--- config.mk ---
export PLATFORM = sky130hd
export DESIGN_NAME = pcs_tx_symbol_scheduler_flat
export DESIGN_NICKNAME = d
export VERILOG_FILES = /design/src/rtl/pcs_tx_symbol_scheduler_if.sv /design/src/rtl/pcs_tx_symbol_scheduler.sv /design/src/flat_wrapper.sv
export SDC_FILE = /design/constraint.sdc
export NUM_CORES = 1
export LEC_CHECK = 0
export BUFFER_PORTS_ARGS = -buffer_cell sky130_fd_sc_hd__buf_4
export CORE_MARGIN = 3
export CORE_UTILIZATION = 55
export DETAILED_ROUTE_END_ITERATION = 8
export PLACE_DENSITY = 0.77
export SETUP_SLACK_MARGIN = 0.05
export SYNTH_ARGS = -nofsm -noshare
export SYNTH_HDL_FRONTEND = slang
export SYNTH_SLANG_ARGS = --single-unit
--- constraint.sdc ---
create_clock -name Bit_Rate_Clk_10 -period 4 [get_ports Bit_Rate_Clk_10]
set_input_delay 0.4 -clock Bit_Rate_Clk_10 [delete_from_list [all_inputs] [get_ports Bit_Rate_Clk_10]]
set_output_delay 0.4 -clock Bit_Rate_Clk_10 [all_outputs]
set_load 0.005 [all_outputs]
--- src/rtl/pcs_tx_symbol_scheduler_if.sv ---
`default_nettype none
// ============================================================================
// Module      : pcs_tx_symbol_scheduler_if
// Description : Gasket-side symbol handshake, control requests and encoder
//               outputs of the PCS TX symbol scheduler.
// Revision    : 1.0 - initial release
// ============================================================================
interface pcs_tx_symbol_scheduler_if;
    logic [7:0] In_Data;
    logic       In_DataK;
    logic       In_Valid;
    logic       In_Ready;
    logic       TxElecIdle;
    logic       Tx_Compliance;
    logic [7:0] Out_Data;
    logic       Out_DataK;
    logic       Out_Valid;
    logic       Skp_Inserted;

    modport master (
        output In_Data, In_DataK, In_Valid, TxElecIdle, Tx_Compliance,
        input  In_Ready, Out_Data, Out_DataK, Out_Valid, Skp_Inserted
    );

    modport slave (
        input  In_Data, In_DataK, In_Valid, TxElecIdle, Tx_Compliance,
        output In_Ready, Out_Data, Out_DataK, Out_Valid, Skp_Inserted
    );
endinterface
`default_nettype wire

--- src/rtl/pcs_tx_symbol_scheduler.sv ---
`default_nettype none
// ============================================================================
// Module      : pcs_tx_symbol_scheduler
// Description : Byte-rate TX scheduler: MAC pass-through, SKP ordered-set
//               insertion at packet boundaries, compliance pattern, idle blank.
// Revision    : 1.0 - initial release
// ============================================================================
module pcs_tx_symbol_scheduler #(
    parameter int SKP_INTERVAL = 1180,
    parameter int SKP_COUNT    = 3,
    parameter int CNT_W        = 11
) (
    input  wire logic                 Bit_Rate_Clk_10,
    input  wire logic                 RST_n,
    pcs_tx_symbol_scheduler_if.slave  bus
);

    localparam logic [7:0]       c_COM      = 8'hBC;
    localparam logic [7:0]       c_SKP      = 8'h1C;
    localparam logic [7:0]       c_STP      = 8'hFB;
    localparam logic [7:0]       c_SDP      = 8'h5C;
    localparam logic [7:0]       c_END      = 8'hFD;
    localparam logic [7:0]       c_EDB      = 8'hFE;
    localparam logic [2:0]       c_SKP_LAST = 3'(SKP_COUNT);
    localparam logic [CNT_W-1:0] c_CNT_LAST = CNT_W'(SKP_INTERVAL - 1);

    typedef enum logic [1:0] {
        ST_ELEC_IDLE = 2'd0,
        ST_DATA      = 2'd1,
        ST_SKP       = 2'd2,
        ST_COMPL     = 2'd3
    } state_t;

    state_t           r_state,    w_state;
    logic [2:0]       r_sub,      w_sub;
    logic [CNT_W-1:0] r_cnt,      w_cnt;
    logic             r_in_packet, w_in_packet;
    logic             r_skp_due,  w_skp_due;
    logic [7:0]       r_out_data, w_out_data;
    logic             r_out_k,    w_out_k;
    logic             r_out_valid, w_out_valid;
    logic             r_skp_ins,  w_skp_ins;

    logic w_ready;
    logic w_accept;
    logic w_pkt_start;
    logic w_pkt_end;

    // Back-pressure one cycle ahead of the COM so the due SKP set owns the next edge
    assign w_ready     = (r_state == ST_DATA) && !(r_skp_due && !r_in_packet);
    assign w_accept    = bus.In_Valid && w_ready;
    assign w_pkt_start = w_accept && bus.In_DataK && (bus.In_Data == c_STP || bus.In_Data == c_SDP);
    assign w_pkt_end   = w_accept && bus.In_DataK && (bus.In_Data == c_END || bus.In_Data == c_EDB);

    always_ff @(posedge Bit_Rate_Clk_10 or negedge RST_n) begin
        if (!RST_n) begin
            r_state     <= ST_ELEC_IDLE;
            r_sub       <= 3'd0;
            r_cnt       <= '0;
            r_in_packet <= 1'b0;
            r_skp_due   <= 1'b0;
            r_out_data  <= 8'h00;
            r_out_k     <= 1'b0;
            r_out_valid <= 1'b0;
            r_skp_ins   <= 1'b0;
        end else begin
            r_state     <= w_state;
            r_sub       <= w_sub;
            r_cnt       <= w_cnt;
            r_in_packet <= w_in_packet;
            r_skp_due   <= w_skp_due;
            r_out_data  <= w_out_data;
            r_out_k     <= w_out_k;
            r_out_valid <= w_out_valid;
            r_skp_ins   <= w_skp_ins;
        end
    end

    always_comb begin
        w_state     = r_state;
        w_sub       = r_sub;
        w_cnt       = r_cnt;
        w_in_packet = r_in_packet;
        w_skp_due   = r_skp_due;
        w_out_data  = 8'h00;
        w_out_k     = 1'b0;
        w_out_valid = 1'b0;
        w_skp_ins   = 1'b0;

        case (r_state)
            ST_ELEC_IDLE: begin
                w_cnt       = '0;
                w_in_packet = 1'b0;
                w_skp_due   = 1'b0;
                if (!bus.TxElecIdle) begin
                    w_sub   = 3'd0;
                    w_state = bus.Tx_Compliance ? ST_COMPL : ST_DATA;
                end
            end

            ST_DATA: begin
                if (bus.TxElecIdle) begin
                    w_state     = ST_ELEC_IDLE;
                    w_in_packet = 1'b0;
                    w_cnt       = '0;
                    w_skp_due   = 1'b0;
                end else if (bus.Tx_Compliance && !r_in_packet) begin
                    // The symbol accepted this cycle still goes out before the pattern starts
                    w_state     = ST_COMPL;
                    w_sub       = 3'd0;
                    w_cnt       = '0;
                    w_skp_due   = 1'b0;
                    w_in_packet = 1'b0;
                    w_out_valid = 1'b1;
                    if (w_accept) begin
                        w_out_data = bus.In_Data;
                        w_out_k    = bus.In_DataK;
                    end
                end else if (r_skp_due && !r_in_packet) begin
                    w_state     = ST_SKP;
                    w_sub       = 3'd1;
                    w_cnt       = '0;
                    w_skp_due   = 1'b0;
                    w_out_data  = c_COM;
                    w_out_k     = 1'b1;
                    w_out_valid = 1'b1;
                    w_skp_ins   = 1'b1;
                end else begin
                    w_out_valid = 1'b1;
                    if (w_accept) begin
                        w_out_data = bus.In_Data;
                        w_out_k    = bus.In_DataK;
                    end
                    if (w_pkt_start) begin
                        w_in_packet = 1'b1;
                    end else if (w_pkt_end) begin
                        w_in_packet = 1'b0;
                    end
                    if (r_cnt == c_CNT_LAST) begin
                        w_skp_due = 1'b1;
                    end else begin
                        w_cnt = r_cnt + 1'b1;
                    end
                end
            end

            ST_SKP: begin
                w_out_data  = c_SKP;
                w_out_k     = 1'b1;
                w_out_valid = 1'b1;
                if (r_sub == c_SKP_LAST) begin
                    w_sub   = 3'd0;
                    w_state = bus.TxElecIdle ? ST_ELEC_IDLE : ST_DATA;
                end else begin
                    w_sub = r_sub + 3'd1;
                end
            end

            ST_COMPL: begin
                w_cnt       = '0;
                w_skp_due   = 1'b0;
                w_out_valid = 1'b1;
                case (r_sub[1:0])
                    2'd0:    begin w_out_data = 8'hBC; w_out_k = 1'b1; end
                    2'd1:    begin w_out_data = 8'hB5; w_out_k = 1'b0; end
                    2'd2:    begin w_out_data = 8'hBC; w_out_k = 1'b1; end
                    default: begin w_out_data = 8'h4A; w_out_k = 1'b0; end
                endcase
                // Requests are only honoured on a group boundary
                if (r_sub[1:0] == 2'd3) begin
                    w_sub = 3'd0;
                    if (bus.TxElecIdle) begin
                        w_state = ST_ELEC_IDLE;
                    end else if (!bus.Tx_Compliance) begin
                        w_state = ST_DATA;
                    end
                end else begin
                    w_sub = r_sub + 3'd1;
                end
            end

            default: w_state = ST_ELEC_IDLE;
        endcase
    end

    assign bus.In_Ready     = w_ready;
    assign bus.Out_Data     = r_out_data;
    assign bus.Out_DataK    = r_out_k;
    assign bus.Out_Valid    = r_out_valid;
    assign bus.Skp_Inserted = r_skp_ins;

endmodule
`default_nettype wire
--- src/flat_wrapper.sv ---
// flat-port wrapper written by rule: the top's interface ports become plain ports
module pcs_tx_symbol_scheduler_flat 
#(
    parameter int SKP_INTERVAL = 1180,
    parameter int SKP_COUNT    = 3,
    parameter int CNT_W        = 11
)
  (Bit_Rate_Clk_10, RST_n, bus_In_Data, bus_In_DataK, bus_In_Valid, bus_TxElecIdle, bus_Tx_Compliance, bus_In_Ready, bus_Out_Data, bus_Out_DataK, bus_Out_Valid, bus_Skp_Inserted);
  pcs_tx_symbol_scheduler_if bus_i ();
  input  wire logic Bit_Rate_Clk_10;
  input  wire logic RST_n;
  input wire logic [$bits(bus_i.In_Data)-1:0] bus_In_Data;
  input wire logic [$bits(bus_i.In_DataK)-1:0] bus_In_DataK;
  input wire logic [$bits(bus_i.In_Valid)-1:0] bus_In_Valid;
  input wire logic [$bits(bus_i.TxElecIdle)-1:0] bus_TxElecIdle;
  input wire logic [$bits(bus_i.Tx_Compliance)-1:0] bus_Tx_Compliance;
  output wire logic [$bits(bus_i.In_Ready)-1:0] bus_In_Ready;
  output wire logic [$bits(bus_i.Out_Data)-1:0] bus_Out_Data;
  output wire logic [$bits(bus_i.Out_DataK)-1:0] bus_Out_DataK;
  output wire logic [$bits(bus_i.Out_Valid)-1:0] bus_Out_Valid;
  output wire logic [$bits(bus_i.Skp_Inserted)-1:0] bus_Skp_Inserted;
  assign bus_i.In_Data = bus_In_Data;
  assign bus_i.In_DataK = bus_In_DataK;
  assign bus_i.In_Valid = bus_In_Valid;
  assign bus_i.TxElecIdle = bus_TxElecIdle;
  assign bus_i.Tx_Compliance = bus_Tx_Compliance;
  assign bus_In_Ready = bus_i.In_Ready;
  assign bus_Out_Data = bus_i.Out_Data;
  assign bus_Out_DataK = bus_i.Out_DataK;
  assign bus_Out_Valid = bus_i.Out_Valid;
  assign bus_Skp_Inserted = bus_i.Skp_Inserted;
  pcs_tx_symbol_scheduler #(.SKP_INTERVAL(SKP_INTERVAL), .SKP_COUNT(SKP_COUNT), .CNT_W(CNT_W)) u_core (.Bit_Rate_Clk_10(Bit_Rate_Clk_10), .RST_n(RST_n), .bus(bus_i));
endmodule
==> flow_metrics.tcl, run 1 <==
set metrics [dict create \
    comb_power_share_pct 49.2 \
    core_box_area_um2 2877 \
    post-synth-top-count-cell "sky130_fd_sc_hd__dfrtp_1" \
    synth.area.top_cells "sky130_fd_sc_hd__dfrtp_1 (42%), sky130_fd_sc_hd__ha_1 (6.5%), sky130_fd_sc_hd__nand2_1 (4.1%), sky130_fd_sc_hd__nor2_1 (3.2%), sky130_fd_sc_hd__a21oi_1 (2.9%)" \
    power-per-cell-area_nw_per_um2 534.6 \
    timing.critical_path.cells "inv_1 > ha_1 > inv_1 > nor4b_2 > a21oi_1 > a21oi_1" \
    grt_use_total_pct 21.16 \
    fin_worst_hold_slack_ns 0.3461 \
    critical_path_arrival_ns 2.35 \
    netlist_instances 182 \
    synth_area_um2 1738 \
    required_ns 4.24 \
    report.final.hold_viol_count 0 \
    clk_pin_slew_worst_paths_ns 0.08 \
    holdPathEnd "u_core.bus.Out_Data[6]" \
    element_type_at_the_critical_path_end "register" \
    layout-drive-gt1-share_pct 18.18 \
    drv.max_cap_violation_count 0 \
    cts.root.buffer_cell "sky130_fd_sc_hd__clkbuf_4" \
    routed_via_count_divided_by_cell_count 5.801 \
    postSynthAreaPerCell_um2 9.549 \
    worst-r2r-cell-count 6 \
    unrepaired_setup_endpoints_after_global_routing "no" \
    drt_first_iter_violations 78 \
    grt_start_max_net_pins 30 \
    synth_largest_type_area_fraction_pct 41.76 \
    final_cells 251 \
    firstDrtPassIters 7 \
    worst_pin_slew_ns 0.7193 \
    pin_count 26 \
    fp.dieArea_um2 3870 \
    tritoncts "built" \
    p_switching_mw 0.4231 \
    diodes 0 \
    static_leakage_nw 0.9339 \
    place_area_um2 1941 \
    hp-class "in -> reg" \
    finalSetupTns_ns 0 \
    global_route_wire_length_before_repair_um 6561 \
    cp_top_family "simple AND/OR/NAND/NOR gates" \
    crit-reg2reg-capture "u_core.bus.Out_Data[3]" \
    period_minus_slack_ns 2.116 \
    number_of_pins_with_negative_max_slew_slack_in_the_final_report 0 \
    critPathSlowestCell "sky130_fd_sc_hd__nor4b_2" \
    ant_nets 0 \
    period_share_pct 52.90 \
    fmax_ghz 0.4725 \
    worst_skew_pair.late_latency_ns 0.32 \
    initial_antenna_violation_count 0 \
    post_synthesis_simple_gate_area_fraction_pct 25.77 \
    number_of_nets_in_the_final_layout 232 \
    reg2reg_start "u_core.r_state[1]" \
    worst-r2r-setup-slack_ns 1.88 \
    run_status "finished clean" \
    multi_input_area_um2 937.1 \
    asyncSetResetFlopFracSynth_pct 100.0 \
    route.final.wire_length_um 3815 \
    post_cts_setup_inserts 0 \
    ctsLongestPathBuffers 2 \
    worst_setup_path_start_kind "register" \
    power_frac_seq_pct 34.4 \
    register_area_um2 725.7 \
    synth.distinct_cells 45 \
    number_of_synthesized_flops_with_an_enable_pin 0 \
    synth-adder-area-share_pct 6.479 \
    cp.buffers_inverters 2 \
    grt_pass1_vias 1423 \
    synth-seq-cells 29 \
    critical_path.max_fanout 11 \
    share_clk_of_total_power_pct 16.4 \
    ir_worst_vdd_uv 406.0 \
    cpPeakStageDelay_ns 0.67 \
    finish.utilization_pct 69.73 \
    largest_family_of_logic_cells_by_synthesized_area "simple AND/OR/NAND/NOR gates" \
    synth-xor-area-share_pct 0.5040 \
    clock-skew-final_ns 0.004867 \
    sw_frac_of_total_pct 39.46 \
    synthesis.nets 205 \
    synth_seq_area_share_pct 41.76 \
    design_area_um2 2006 \
    flow.area_growth_from_synthesis_pct 15.41 \
    synth_largest_area_cell "sky130_fd_sc_hd__dfrtp_1" \
    number_of_cell_rows 19 \
    initial_utilization_pct 60.42 \
    drc_errors 0 \
    complex_gate_fraction_of_the_synthesized_area_pct 19.29 \
    routedWlPerCell_um 15.20 \
    hp-start "bus_In_Data[6]" \
    cts.sink_count 29 \
    num_vias 1456 \
    cts_buf_count 5 \
    cell_internal_pwr_mw 0.6491 \
    grt.overflow.total 0 \
    dp.cells 243 \
    layout_filler_cell_count 231 \
    primary_ff_master_synth "sky130_fd_sc_hd__dfrtp_1" \
    hpwl_um 2808 \
    place_congestion 0.8408 \
    fp.dieW_um 62.21 \
    fp.dieH_um 62.21 \
    synth_top_cells_by_count "sky130_fd_sc_hd__dfrtp_1 (29), sky130_fd_sc_hd__nand2_1 (19), sky130_fd_sc_hd__nor2_1 (15)" \
    start_to_end_type_of_the_worst_setup_path "reg -> reg" \
    synth.yosys.warnings 0 \
    port-buffer-count 25 \
    slew_headroom_pct 51.95 \
    htree_levels 2 \
    muxShareOfSynthArea_pct 1.872 \
    worstHoldPathCells 3 \
    final_number_of_setup_violating_endpoints 0 \
]
-- worst max-delay path by stage --
stage / cells after the start / slack, ns / endpoint / startpoint
finish: 6 / 1.88 / u_core.bus.Out_Data[3] / u_core.r_state[1]
floorplan: 6 / 2.31 / u_core.r_cnt[0] / u_core.r_state[0]
CTS: 6 / 1.92 / u_core.bus.Out_Data[7] / u_core.r_state[1]
detailed placement: 6 / 1.96 / u_core.bus.Out_Data[3] / u_core.r_state[1]
global placement: 6 / 2.06 / u_core.bus.Out_Data[5] / u_core.r_state[1]
global route: 6 / 1.70 / u_core.bus.Out_Data[7] / u_core.r_state[1]
-- per-layer routing --
| layer | track usage, % | part of all wire [%] | vias up |
|---|---|---|---|
| met4 | 8.840 | 1.1 | 0 |
| li1 | - | - | 712 |
| met2 | 34.14 | 49 | 49 |
| met3 | 3.964 | 4.6 | 5 |
| met5 | 0 | 0 | - |
| met1 | 27.96 | 46 | 690 |
-- sequential cells by signal, indices dropped and copies added (netlist names) --
name,flops
u_core.r_sub,3
u_core.r_cnt,11
u_core.bus.Out_Data,8
u_core.bus.Out_Valid,1
u_core.r_skp_due,1
u_core.r_in_packet,1
u_core.bus.Out_DataK,1
u_core.bus.Skp_Inserted,1
u_core.r_state,2
-- per-stage QoR --
| stage | total power, mW | setup WS [ns] |
|---|---|---|
| 2_1_floorplan | 0.7439 | 2.306 |
| 3_3_place_gp | 0.8668 | 2.061 |
| 3_5_place_dp | 0.8916 | 1.960 |
| 4_1_cts | 1.071 | 1.920 |
| 5_1_grt | 1.156 | 1.703 |
| 6_report | 1.072 | 1.884 |
-- timing repair --
item,4_1_cts,5_1_grt
hold endpoints to repair,29,0
resized for setup,0,0
hold buffers,1,0
-- worst reg2reg max path: stages (launching register included) --
cell and delay (ns):
sky130_fd_sc_hd__dfrtp_1 0.42, sky130_fd_sc_hd__inv_1 0.09, sky130_fd_sc_hd__ha_1 0.35, sky130_fd_sc_hd__inv_1 0.17
sky130_fd_sc_hd__nor4b_2 0.67, sky130_fd_sc_hd__a21oi_1 0.15, sky130_fd_sc_hd__a21oi_1 0.18
-- placed cells by master, fill, tap and decap left out, types with 2 or more instances in the layout --
cell type                  Yosys  routed
sky130_fd_sc_hd__or4_1         2       2
sky130_fd_sc_hd__nand3_1       5       5
sky130_fd_sc_hd__nand4_1       5       5
sky130_fd_sc_hd__or3_1         4       4
sky130_fd_sc_hd__a31oi_1       5       5
sky130_fd_sc_hd__ha_1          9       9
sky130_fd_sc_hd__nand2b_1      5       5
sky130_fd_sc_hd__inv_1        10      10
sky130_fd_sc_hd__nor2b_1       5       5
sky130_fd_sc_hd__clkbuf_4      0       5
sky130_fd_sc_hd__o31ai_1       3       3
sky130_fd_sc_hd__a211o_1       4       4
sky130_fd_sc_hd__o21ai_0       9       9
sky130_fd_sc_hd__a22o_1        5       5
sky130_fd_sc_hd__nor4b_2       2       2
sky130_fd_sc_hd__a41o_1        2       2
sky130_fd_sc_hd__nor3b_4       2       2
sky130_fd_sc_hd__nand3b_1      2       2
sky130_fd_sc_hd__nand4b_1      2       2
sky130_fd_sc_hd__a21oi_1      10      10
sky130_fd_sc_hd__buf_4         2      25
sky130_fd_sc_hd__nor3_1        2       2
sky130_fd_sc_hd__nor2_1       15      15
sky130_fd_sc_hd__mux2_2        2       2
sky130_fd_sc_hd__and4b_1       2       2
sky130_fd_sc_hd__nand2_1      19      19
sky130_fd_sc_hd__dfrtp_1      29      29
-- layout make-up --
| type | instances | area share, % |
|---|---|---|
| Timing Repair Buffer | 26 | 9.857 |
| Tap cell | 42 | 2.620 |
| Sequential cell | 29 | 36.18 |
| Multi-Input combinational cell | 137 | 46.72 |
| Inverter | 10 | 1.871 |
| Clock buffer | 7 | 2.745 |
-- power by group through the flow --
stage               clock network, mW  registers [mW]  logic (mW)
floorplan                           0           0.373       0.371
global placement                    0           0.371       0.496
detailed placement                  0           0.374       0.517
CTS                             0.182           0.368       0.521
global route                    0.197           0.375       0.584
finish                          0.176           0.368       0.528
-- kinds of logic after synthesis --
group / Yosys count
buf+inv: 16
compound gates: 48
mux: 3
xor+xnor: 1
fa+ha+maj: 9
flops: 29
simple gates: 76
(Power assumes the default switching activity.)
==> inputs of run 2 (changes only) <==
==> constraint.sdc (replaced) <==
create_clock -name Bit_Rate_Clk_10 -period 2.1 [get_ports Bit_Rate_Clk_10]
set_input_delay 0.21 -clock Bit_Rate_Clk_10 [delete_from_list [all_inputs] [get_ports Bit_Rate_Clk_10]]
set_output_delay 0.21 -clock Bit_Rate_Clk_10 [all_outputs]
set_load 0.005 [all_outputs]
==> run 2 against run 1 <==
Against the previous run: worst hold slack got worse by 0.22 ns; final cell count increased by 1.6%; register-to-register slack got worse by 1.7 ns; critical path depth unchanged; non-clock buffer count increased by 3; final area increased by 3.8%; sequential power increased by 91%; sequential share of layout area decreased by 1.3 points; critical path type unchanged; highest routed layer unchanged.
==> flow_metrics.tcl, run 2 (same netlist as run 1, synthesis figures left out) <==
set metrics [dict create \
    run_status "finished clean" \
    clock-skew-final_ns 0.01217 \
    worst_pin_slew_ns 0.4293 \
    number_of_nets_in_the_final_layout 235 \
    hp-class "in -> reg" \
    clk_pin_slew_worst_paths_ns 0.10 \
    holdPathEnd "u_core.bus.Out_Data[6]" \
    dp.cells 246 \
    firstDrtPassIters 4 \
    core_box_area_um2 2877 \
    final_cells 255 \
    initial_antenna_violation_count 0 \
    start_to_end_type_of_the_worst_setup_path "reg -> reg" \
    num_vias 1522 \
    fp.dieArea_um2 3870 \
    reg2reg_start "u_core.r_state[1]" \
    cts.sink_count 29 \
    drv.max_cap_violation_count 0 \
    drc_errors 0 \
    routed_via_count_divided_by_cell_count 5.969 \
    cp_top_family "simple AND/OR/NAND/NOR gates" \
    hpwl_um 2856 \
    cpPeakStageDelay_ns 0.42 \
    routedWlPerCell_um 15.31 \
    flow.area_growth_from_synthesis_pct 19.80 \
    layout-drive-gt1-share_pct 21.60 \
    grt_use_total_pct 21.95 \
    ctsLongestPathBuffers 2 \
    fmax_ghz 0.5341 \
    period_share_pct 89.15 \
    diodes 0 \
    timing.critical_path.cells "inv_1 > ha_2 > nand2b_1 > nor2_1 > nand4b_1 > mux2_2" \
    cp.buffers_inverters 1 \
    initial_utilization_pct 60.42 \
    fp.dieH_um 62.21 \
    place_congestion 0.8534 \
    finalSetupTns_ns 0 \
    critical_path_arrival_ns 2.09 \
    layout_commonest_cell "sky130_fd_sc_hd__dfrtp_1" \
    worst_setup_path_start_kind "register" \
    timing.final.ws_setup_ns 0.2278 \
    cts.root.buffer_cell "sky130_fd_sc_hd__clkbuf_4" \
    worst_skew_pair.late_latency_ns 0.34 \
    hp-start "bus_In_Data[6]" \
    route.final.wire_length_um 3905 \
    pin_count 26 \
    element_type_at_the_critical_path_end "register" \
    power-per-cell-area_nw_per_um2 1115 \
    ir_worst_vdd_uv 768.1 \
    dp_worst_setup_slack_ns 0.1314 \
    period_minus_slack_ns 1.872 \
    number_of_pins_with_negative_max_slew_slack_in_the_final_report 0 \
    unrepaired_setup_endpoints_after_global_routing "no" \
    ant_nets 0 \
    cts_buf_count 5 \
    final_number_of_setup_violating_endpoints 0 \
    global_route_wire_length_before_repair_um 6858 \
    required_ns 2.32 \
    worst-r2r-cell-count 6 \
    report.final.hold_viol_count 0 \
    worst-r2r-setup-slack_ns 0.23 \
    critical_path.max_fanout 11 \
    slew_headroom_pct 71.25 \
    multi_input_area_um2 943.4 \
    register_area_um2 725.7 \
    grt.overflow.total 0 \
    mostFrequentLayoutCells "sky130_fd_sc_hd__dfrtp_1 (29), sky130_fd_sc_hd__buf_4 (28), sky130_fd_sc_hd__nand2_1 (19), sky130_fd_sc_hd__nor2_1 (15)" \
    max_ffs_per_register 11 \
    port-buffer-count 25 \
    fp.dieW_um 62.21 \
    critPathSlowestCell "sky130_fd_sc_hd__dfrtp_1" \
    max_flop_register "u_core.r_cnt" \
    drt_first_iter_violations 75 \
    grt_pass1_vias 1475 \
    static_leakage_nw 0.9720 \
    worstHoldPathCells 3 \
    crit-reg2reg-capture "u_core.r_state[1]" \
    number_of_cell_rows 19 \
    grt_start_max_net_pins 30 \
    layout_filler_cell_count 216 \
    htree_levels 2 \
    post_cts_setup_inserts 0 \
    tritoncts "built" \
]
-- run 2: cell types whose count changed in the layout (fill, tap and decap cells not counted) --
cell and change:
sky130_fd_sc_hd__ha_1 -1, sky130_fd_sc_hd__clkbuf_8 -1, sky130_fd_sc_hd__ha_2 +1, sky130_fd_sc_hd__bufinv_16 +2, sky130_fd_sc_hd__clkinv_2 +1, sky130_fd_sc_hd__buf_4 +3, sky130_fd_sc_hd__nor2b_2 +1, sky130_fd_sc_hd__and4b_2 +1
sky130_fd_sc_hd__nor2b_1 -1, sky130_fd_sc_hd__clkbuf_1 -1, sky130_fd_sc_hd__and4b_1 -1
-- run 2: final cells by class --
cell class / count / area share, %
clock inverter: 3 / 3.125
timing repair buffer: 29 / 10.58
multi-input combinational: 137 / 45.31
tap: 42 / 2.524
inverter: 10 / 1.803
sequential: 29 / 34.86
clock buffer: 5 / 1.803
-- run 2: per-stage QoR --
stage               total power [mW]  hold slack [ns]  area (um^2)  utilization, %
floorplan                      1.417         -0.08559         1738               -
global placement               1.686           0.1448         1963           68.25
detailed placement             1.730           0.1544         1963           68.25
CTS                            2.305           0.1320         2076           72.16
global route                   2.478           0.1353         2082           72.38
finish                         2.322           0.1266         2082           72.38
-- run 2: how the worst max path moves through the flow --
stage,slack [ns],endpoint,start,cells past startpoint
2_1_floorplan,0.41,u_core.r_cnt[0],u_core.r_state[0],6
3_3_place_gp,0.20,u_core.r_cnt[0],u_core.r_state[1],6
3_5_place_dp,0.13,u_core.r_cnt[0],u_core.r_state[1],6
4_1_cts,0.13,u_core.r_cnt[0],u_core.r_state[1],6
5_1_grt,0.08,u_core.r_cnt[10],u_core.r_state[0],6
6_report,0.23,u_core.r_state[1],u_core.r_state[1],6
-- run 2: repair_timing --
item	in CTS	in global routing
endpoints found under the setup margin	0	8
resized for setup	0	3
hold buffers	1	0
endpoints found under the hold margin	29	0
-- run 2: power by group --
| group | switching (mW) | internal (mW) | leakage (nW) | total [mW] |
|---|---|---|---|---|
| registers | 0.0535 | 0.649 | 0.395 | 0.703 |
| clock network | 0.209 | 0.369 | 0.0552 | 0.577 |
| logic | 0.577 | 0.465 | 0.522 | 1.04 |
| total | 0.839 | 1.48 | 0.972 | 2.32 |
-- run 2: tightest hold or removal path: stages --
cell                      delay, ns
sky130_fd_sc_hd__buf_4         0.12
sky130_fd_sc_hd__nand2_1       0.05
sky130_fd_sc_hd__a21oi_1       0.05
-- run 2: metal layers --
| metal | GRT usage, % | vias up | share of wire, % |
|---|---|---|---|
| met5 | 0 | - | 0 |
| met4 | 6.630 | 0 | 1.7 |
| met3 | 5.405 | 9 | 6.0 |
| met2 | 36.42 | 51 | 49 |
| met1 | 28.41 | 741 | 43 |
| li1 | - | 721 | - |
==> inputs of run 3 (changes only) <==
--- a/config.mk
+++ b/config.mk
@@ -7,9 +7,9 @@
 export LEC_CHECK = 0
 export BUFFER_PORTS_ARGS = -buffer_cell sky130_fd_sc_hd__buf_4
 export CORE_MARGIN = 3
-export CORE_UTILIZATION = 55
+export CORE_UTILIZATION = 51
 export DETAILED_ROUTE_END_ITERATION = 8
-export PLACE_DENSITY = 0.77
+export PLACE_DENSITY = 0.75
 export SETUP_SLACK_MARGIN = 0.05
 export SYNTH_ARGS = -nofsm -noshare
 export SYNTH_HDL_FRONTEND = slang
==> constraint.sdc (replaced) <==
create_clock -name Bit_Rate_Clk_10 -period 1.6 [get_ports Bit_Rate_Clk_10]
set_input_delay 0.16 -clock Bit_Rate_Clk_10 [delete_from_list [all_inputs] [get_ports Bit_Rate_Clk_10]]
set_output_delay 0.16 -clock Bit_Rate_Clk_10 [all_outputs]
set_load 0.005 [all_outputs]
==> run 3 against run 2 <==
Against the previous run: the run now ends with negative setup slack left; core utilization is 7.8 points higher; clock power is 24% lower; clock skew is 0.0086 ns lower; non-clock buffer count is 42 higher.
==> flow_metrics.tcl, run 3 (same netlist as run 1, synthesis figures left out) <==
set metrics [dict create \
    run_status "complete, but fails checks" \
    violated_checks "negative setup slack" \
    place_area_um2 2285 \
    place_congestion 0.8690 \
    number_of_nets_in_the_final_layout 278 \
    period_share_pct 112.8 \
    number_of_cell_rows 20 \
    timing.critical_path.cells "inv_2 > ha_4 > buf_6 > nand2b_4 > nand4_1 > or4_1 > a21oi_2" \
    drc_errors 0 \
    slew_headroom_pct 75.51 \
    route.final.wire_length_um 4893 \
    critical_path_arrival_ns 2.07 \
    cp.buffers_inverters 2 \
    worst_pin_slew_ns 0.3673 \
    element_type_at_the_critical_path_end "register" \
    firstDrtPassIters 4 \
    static_leakage_nw 1.206 \
    diodes 0 \
    fp.dieH_um 64.38 \
    clock-skew-final_ns 0.003524 \
    cts.root.buffer_cell "sky130_fd_sc_hd__clkbuf_4" \
    grt.overflow.total 0 \
    fp.dieArea_um2 4144 \
    cp_top_family "simple AND/OR/NAND/NOR gates" \
    pin_count 26 \
    final_number_of_setup_violating_endpoints 20 \
    global_route_wire_length_before_repair_um 8100 \
    dp_worst_setup_slack_ns -0.1891 \
    drv.max_cap_violation_count 0 \
    final_cells 300 \
    period_minus_slack_ns 1.805 \
    layout-drive-gt1-share_pct 44.53 \
    ir_worst_vdd_uv 1233 \
    htree_levels 2 \
    cpPeakStageDelay_ns 0.55 \
    cts_buf_count 5 \
    required_ns 1.86 \
    ant_nets 0 \
    flow.area_growth_from_synthesis_pct 45.43 \
    unrepaired_setup_endpoints_after_global_routing "yes" \
    timing.final.ws_setup_ns -0.2046 \
    routed_via_count_divided_by_cell_count 5.850 \
    report.final.hold_viol_count 0 \
    fp.dieW_um 64.38 \
    start_to_end_type_of_the_worst_setup_path "reg -> reg" \
    design_area_um2 2527 \
    grt_start_max_net_pins 30 \
    core_box_area_um2 3153 \
    clk_pin_slew_worst_paths_ns 0.09 \
    critical_path.max_fanout 6 \
    layout_commonest_cell "sky130_fd_sc_hd__buf_4" \
    critPathSlowestCell "sky130_fd_sc_hd__or4_1" \
    hpwl_um 3463 \
    worst_setup_path_start_kind "register" \
    num_vias 1755 \
    grt_use_total_pct 25.53 \
    max_ffs_per_register 11 \
    fin_worst_hold_slack_ns 0.09635 \
    initial_antenna_violation_count 0 \
    mostFrequentLayoutCells "sky130_fd_sc_hd__buf_4 (68), sky130_fd_sc_hd__dfrtp_1 (28), sky130_fd_sc_hd__nand2_1 (17), sky130_fd_sc_hd__nor2_1 (12), sky130_fd_sc_hd__inv_1 (8)" \
    drt_first_iter_violations 110 \
    worst_skew_pair.late_latency_ns 0.34 \
    power-per-cell-area_nw_per_um2 1404 \
    grt_pass1_vias 1795 \
    hp-class "in -> reg" \
    number_of_pins_with_negative_max_slew_slack_in_the_final_report 0 \
    tritoncts "built" \
    initial_utilization_pct 55.12 \
    ctsLongestPathBuffers 2 \
    fmax_ghz 0.5541 \
    cts.sink_count 29 \
    finish.utilization_pct 80.16 \
    dp.cells 285 \
    routedWlPerCell_um 16.31 \
    max_flop_register "u_core.r_cnt" \
    port-buffer-count 25 \
]
==> run 3: changes by cell type in the layout (fill, tap and decap cells not counted), sizes merged <==
cell | previous run | this run
buf | 28 | 70
bufinv | 2 | 0
and4b | 2 | 3
clkbuf | 5 | 6
clkinv | 1 | 2
==> run 3: timing repair <==
action | CTS | global route
cloned | 1 | 0
setup buffers | 4 | 3
hold buffers | 1 | 0
endpoints found under the setup margin | 27 | 29
endpoints found under the hold margin | 29 | 0
pin swaps | 11 | 7
resized for setup | 23 | 11
==> run 3: report_power, final <==
part | switching (mW) | total, mW | internal [mW]
clock | 0.273 | 0.440 | 0.167
sequential | 0.0564 | 0.911 | 0.855
combinational | 1.06 | 2.20 | 1.14
total | 1.39 | 3.55 | 2.16
==> run 3: final timing paths <==
path	start	endpoint	slack, ns	cells past startpoint
worst max-delay path	u_core.r_state[1]	u_core.r_cnt[10]	-0.20	7
min in group asynchronous	RST_n	u_core.r_cnt[6]	0.28	2
max in group asynchronous	RST_n	u_core.r_state[0]	1.03	2
worst min register to register	u_core.r_sub[2]	u_core.r_sub[2]	0.49	1
worst min-delay path	bus_In_Data[6]	u_core.bus.Out_Data[6]	0.1	3
worst max register to register	u_core.r_state[1]	u_core.r_cnt[10]	-0.20	7
==> run 3: through the flow <==
| step | power [mW] | setup TNS [ns] |
|---|---|---|
| CTS | 3.406 | -1.328 |
| floorplan | 1.984 | -0.2109 |
| global placement | 2.704 | -0.5152 |
| global route | 3.802 | -3.655 |
| finish | 3.547 | -1.608 |
| detailed placement | 2.788 | -1.606 |
==> run 3: layout make-up <==
class	instances	area, um^2
Multi-Input combinational cell	138	1114
Clock buffer	6	41.29
Fill cell	199	625.6
Clock inverter	2	10.01
Tap cell	44	55.05
Sequential cell	29	726.9
Inverter	10	37.54
Timing Repair Buffer	71	543.0
==> run 3: tightest hold or removal path, cell delays in order <==
cell	delay [ns]
sky130_fd_sc_hd__buf_4	0.12
sky130_fd_sc_hd__nand2_1	0.05
sky130_fd_sc_hd__a21oi_1	0.06
==> run 3: layer usage <==
| metal | track usage, % | vias to the layer above | part of all wire [%] |
|---|---|---|---|
| met5 | 0 | - | 0 |
| met2 | 41.37 | 78 | 50 |
| met1 | 30.98 | 842 | 40 |
| met3 | 6.327 | 19 | 7.3 |
| li1 | - | 816 | - |
| met4 | 13.98 | 0 | 3.3 |
